**src/rtl/cpu6_pipereg_hs.sv**
```systemverilog
// cpu6_pipereg_hs
// Handshaked pipeline-stage register for cpu6. It sits between two pipeline
// stages and moves one payload per cycle under valid/ready flow control. It also
// supports a synchronous flush and keeps a saturating count of stalled cycles.
//
// Build option:
//   CPU6_PIPEREG_SKID_EN  When defined, adds a second (skid) entry. in_ready then
//                         comes straight from a flop, so there is no combinational
//                         path from out_ready to in_ready. Capacity becomes 2.
//                         When undefined, the stage has a single entry, capacity 1,
//                         and in_ready = ~out_valid | out_ready.
//
// Parameters:
//   WIDTH          payload width in bits
//   CLEAR_PAYLOAD  1: flush and drain-to-empty zero the payload registers
//                  0: payload registers keep their value; only valid clears
//   CNT_W          stall counter width
//
// Ports:
//   clk        rising-edge clock
//   reset      asynchronous, active-low reset; clears all state
//   flush      synchronous stage kill; highest priority; blocks any accept
//   in_valid   upstream payload valid
//   in_data    upstream payload
//   in_ready   stage can accept this cycle
//   out_valid  downstream payload valid
//   out_data   downstream payload
//   out_ready  downstream accepts this cycle
//   cnt_clr    synchronous clear of the stall counter (beats increment)
//   stall_cnt  saturating count of cycles with out_valid & ~out_ready

module cpu6_pipereg_hs #(
  parameter int WIDTH         = 32,
  parameter int CLEAR_PAYLOAD = 1,
  parameter int CNT_W         = 16
) (
  input  logic             clk,
  input  logic             reset,
  input  logic             flush,
  input  logic             in_valid,
  input  logic [WIDTH-1:0] in_data,
  output logic             in_ready,
  output logic             out_valid,
  output logic [WIDTH-1:0] out_data,
  input  logic             out_ready,
  input  logic             cnt_clr,
  output logic [CNT_W-1:0] stall_cnt
);

  localparam bit ClearPay = (CLEAR_PAYLOAD != 0);
  localparam logic [CNT_W-1:0] CntMax = '1;
  localparam logic [CNT_W-1:0] CntOne = {{(CNT_W-1){1'b0}}, 1'b1};

  logic             mainValid;
  logic [WIDTH-1:0] mainData;
  logic [CNT_W-1:0] stallCnt;
  logic             accept;
  logic             drain;

  assign out_valid = mainValid;
  assign out_data  = mainData;
  assign stall_cnt = stallCnt;

  // flush suppresses acceptance even when in_ready is high, so a word
  // presented in the flush cycle is never captured.
  assign accept = in_valid & in_ready & ~flush;
  assign drain  = mainValid & out_ready;

`ifdef CPU6_PIPEREG_SKID_EN

  logic             skidValid;
  logic [WIDTH-1:0] skidData;

  // The skid entry is only ever filled while the main entry is full. Its
  // valid flag therefore tells us when both entries are in use.
  assign in_ready = ~skidValid;

  // Two-entry FIFO. The head is in the main register and the second word is
  // in skid. When skid is full, in_ready is low, so accept and a full skid
  // never happen together.
  always_ff @(posedge clk or negedge reset) begin
    if (!reset) begin
      mainValid <= 1'b0;
      mainData  <= '0;
      skidValid <= 1'b0;
      skidData  <= '0;
    end else if (flush) begin
      mainValid <= 1'b0;
      skidValid <= 1'b0;
      if (ClearPay) begin
        mainData <= '0;
        skidData <= '0;
      end
    end else if (skidValid) begin
      if (drain) begin
        mainData  <= skidData;
        skidValid <= 1'b0;
        if (ClearPay) begin
          skidData <= '0;
        end
      end
    end else if (accept) begin
      if (mainValid && !drain) begin
        skidData  <= in_data;
        skidValid <= 1'b1;
      end else begin
        mainData  <= in_data;
        mainValid <= 1'b1;
      end
    end else if (drain) begin
      mainValid <= 1'b0;
      if (ClearPay) begin
        mainData <= '0;
      end
    end
  end

`else

  // Single entry. If the stage is draining this cycle, it can take a new word
  // in the same cycle. This is what gives full throughput without a bubble.
  assign in_ready = ~mainValid | out_ready;

  always_ff @(posedge clk or negedge reset) begin
    if (!reset) begin
      mainValid <= 1'b0;
      mainData  <= '0;
    end else if (flush) begin
      mainValid <= 1'b0;
      if (ClearPay) begin
        mainData <= '0;
      end
    end else if (accept) begin
      mainData  <= in_data;
      mainValid <= 1'b1;
    end else if (drain) begin
      mainValid <= 1'b0;
      if (ClearPay) begin
        mainData <= '0;
      end
    end
  end

`endif

  // The counter keeps running through a flush, because flush and cnt_clr are
  // independent controls.
  always_ff @(posedge clk or negedge reset) begin
    if (!reset) begin
      stallCnt <= '0;
    end else if (cnt_clr) begin
      stallCnt <= '0;
    end else if (mainValid && !out_ready && (stallCnt != CntMax)) begin
      stallCnt <= stallCnt + CntOne;
    end
  end

endmodule
```
**config.mk**
```make
export PLATFORM = sky130hd
export DESIGN_NAME = cpu6_pipereg_hs
export DESIGN_NICKNAME = d
export VERILOG_FILES = /design/src/rtl/cpu6_pipereg_hs.sv
export SDC_FILE = /design/constraint.sdc
export NUM_CORES = 1
export LEC_CHECK = 0
export BUFFER_PORTS_ARGS = -buffer_cell sky130_fd_sc_hd__buf_2
export CAP_MARGIN = 10
export CORE_MARGIN = 10
export CORE_UTILIZATION = 47
export CTS_CLUSTER_DIAMETER = 50
export DETAILED_ROUTE_END_ITERATION = 8
export GPL_ROUTABILITY_DRIVEN = 0
export GPL_TIMING_DRIVEN = 1
export PLACE_DENSITY = 0.8
export SLEW_MARGIN = 20
export SYNTH_ARGS = -nofsm -noshare
export SYNTH_HDL_FRONTEND = slang
export SYNTH_SLANG_ARGS = --single-unit
```
**constraint.sdc**
```tcl
create_clock -name clk -period 2.35 [get_ports clk]
set_input_delay 0.3525 -clock clk [delete_from_list [all_inputs] [get_ports clk]]
set_output_delay 0.3525 -clock clk [all_outputs]
set_load 0.01 [all_outputs]
```
==> qor.txt <==
Status = finished, final reports clean
Die span in y = 86.7 µm
Power per cell area = 619 nW/µm²
Syn Std Cell Area = 2090 µm²
Seq/Total Area, Yosys = 58.7%
Crit path max fanout = 13
H-Tree Depth = 2
Worst Setup EP = in_ready
Initial antenna violation count = 0
Startpoint Class = flop
Count leader, synth = dfrtp_1
Root Driver = clkbuf_8
CORE AREA = 4320 µm²
Syn Inst Count = 177
Area Overhead vs Synth = 29.0%
Global-route wire length before repair = 9150 µm
Number of CTS-inserted buffers = 5
Antenna diodes = 0
Tmin final = 1.86 ns
Post-synth top cells = 49 x dfrtp_1, 32 x a22o_1, 14 x a21oi_1
Die W = 86.7 µm
Critical Path Source = out_valid$_DFFE_PN0P_
Vias in the first global route = 1903
Peak VDD IR = 0.329 mV
Ports = 88
CTS Sinks = 49
Total stage count of the critical path = 3
Worst hold path class = primary input to asynchronous set/reset pin
Clock Pin Slew Worst Setup and Hold Paths = 0.09 ns
Routed Wire Length = 5530 µm
Worst path slowest cell = dfrtp_1
Largest net degree at the start of global routing = 33
Nets = 303
Buf/Inv on CP = 2
Top FF cell, synth = dfrtp_1
Slew headroom = 58.3%
WS Path Type = flop to output port
Pre-CTS setup slack = 0.482 ns
FFs w/ async S/R, synth = 100%
Yosys warning total = 0
Die ar. = 7510 µm²
Via density = 5.76
RSZ-0062 raised after global routing = no
Top cell type's share of synthesized area = 58.7%
Resize count post-CTS = 0
Post-synthesis cell type count = 30
Setup WS post-layout = 0.495 ns
Worst Tran Pin Value = 0.626 ns
Clk_lat worst skew = 0.30 ns
P_leak = 1.38 nW
Drt drc = 0
Final Hold Fails = 0
Seq cells post-synth = 49
Final Max Tran Viols = 0
Arr. time, crit path = 1.50 ns
Synth Net Count = 216
Syn Area/Cell = 11.8 µm²
Remaining antenna violation count = 0
CTS tree = yes
FP Rows = 24
DR vias = 1825
Setup TNS = 0 ns
WHS = 0.0641 ns
Synth top area cells = dfrtp_1 59%, a22o_1 13%, or4_1 3.6%
Post-synth EDFFs = 0
Clock Skews = 0.00680 ns
CP Cell Sequence = nor2b_1, inv_1, buf_2
Period utilization = 79.0%
Crit end category = output port
Layout cells sized above 1 = 41.1%
Clock Path Buffers = 2
FMAX = 539 MHz
Initial drt markers = 133
Worst r2r src = out_valid$_DFFE_PN0P_
Path depth of the worst reg2reg path = 4
CP top delay family = buffers and inverters
Port bufs = 87
R2r endpoint = stall_cnt[10]$_DFFE_PN0P_
Reg2reg setup slack = 0.50 ns
All-layer global routing usage = 14.8%
Routed WL per cell = 17.4 µm
Post-CTS setup buffers = 0
Max cap viols = 0
Leading area contributor after synthesis = dfrtp_1
Filler Cells Inserted = 378
Pre-antenna DRT Iters = 5
Slowest cell delay on critical path = 0.40 ns
Post-DP HPWL = 4120 µm
Cts-stage hold buffer count = 0
Initial cell density of the core = 48.3%
GRT overflow = 0
Final setup viols = 0
CP required = 2.00 ns
-- metrics by stage --
| stage | util (%) | total power, W | area (µm²) | instances |
|---|---|---|---|---|
| after floorplan | - | 0.000985 | 2090 | 177 |
| after global routing | 62.4 | 0.00175 | 2700 | 317 |
| after CTS | 62.4 | 0.00169 | 2700 | 317 |
| after global placement | 59.8 | 0.00108 | 2580 | 309 |
| after detailed placement | 59.8 | 0.00109 | 2580 | 309 |
| final | 62.4 | 0.00167 | 2700 | 317 |
-- area by class of cell --
cell class / count / area [µm²] / area share (%)
clock buffer: 5 / 68.8 / 2.55
clock inverter: 3 / 43.8 / 1.62
inverter: 2 / 7.51 / 0.278
multi-input combinational: 114 / 812 / 30.1
sequential: 49 / 1230 / 45.5
tap: 52 / 65.1 / 2.41
timing repair buffer: 92 / 473 / 17.5
-- routing by layer --
layer / share of wire, % / vias up / global-route usage [%]
met1: 43 / 895 / 18.6
met3: 8.9 / 2 / 6.29
li1: - / 861 / -
met5: 0 / - / 0
met4: 0.52 / 0 / 3.98
met2: 48 / 67 / 23.0
-- worst min-delay path by stage --
| stage | from | to | slack [ns] | cells after the start |
|---|---|---|---|---|
| after floorplan | reset | out_data[0]$_DFFE_PN0P_ | 0.06 | 0 |
| after global placement | reset | out_data[0]$_DFFE_PN0P_ | 0.40 | 1 |
| after global routing | reset | stall_cnt[1]$_DFFE_PN0P_ | 0.11 | 1 |
| after detailed placement | reset | out_data[0]$_DFFE_PN0P_ | 0.41 | 1 |
| final | reset | out_valid$_DFFE_PN0P_ | 0.06 | 1 |
| after CTS | reset | out_valid$_DFFE_PN0P_ | 0.07 | 1 |
-- report_power, final --
| part | leakage [nW] | total [W] | internal [W] | switching [W] |
|---|---|---|---|---|
| Sequential | 0.665 | 0.000896 | 0.000876 | 0.0000202 |
| Combinational | 0.652 | 0.000172 | 0.0000753 | 0.0000967 |
| Clock | 0.0585 | 0.000600 | 0.000319 | 0.000281 |
| Total | 1.38 | 0.00167 | 0.00127 | 0.000398 |
-- state kept, by name (all words and copies together) (netlist names) --
register and count:
out_data 32, stall_cnt 16, out_valid 1
-- cells in the final DEF, fill, tap and decap left out, types with 5 or more instances in the layout --
cell,count
buf_4,5
clkbuf_8,5
nand2_1,6
dfrtp_1,49
buf_2,87
a22o_1,32
or4_1,10
nor2_1,5
o31ai_1,9
nand3_1,6
a21oi_1,13
-- cells by family after synthesis --
logic type / Yosys count / share of synthesized area [%]
muxes: 2 / 1.08
adders and majority gates: 1 / 0.599
DFF: 49 / 58.7
buffers and inverters: 14 / 2.87
and+or+nand+nor: 50 / 15.0
AOI/OAI and AO/OA: 61 / 21.8
No activity file was read; power rests on OpenSTA's default activity.
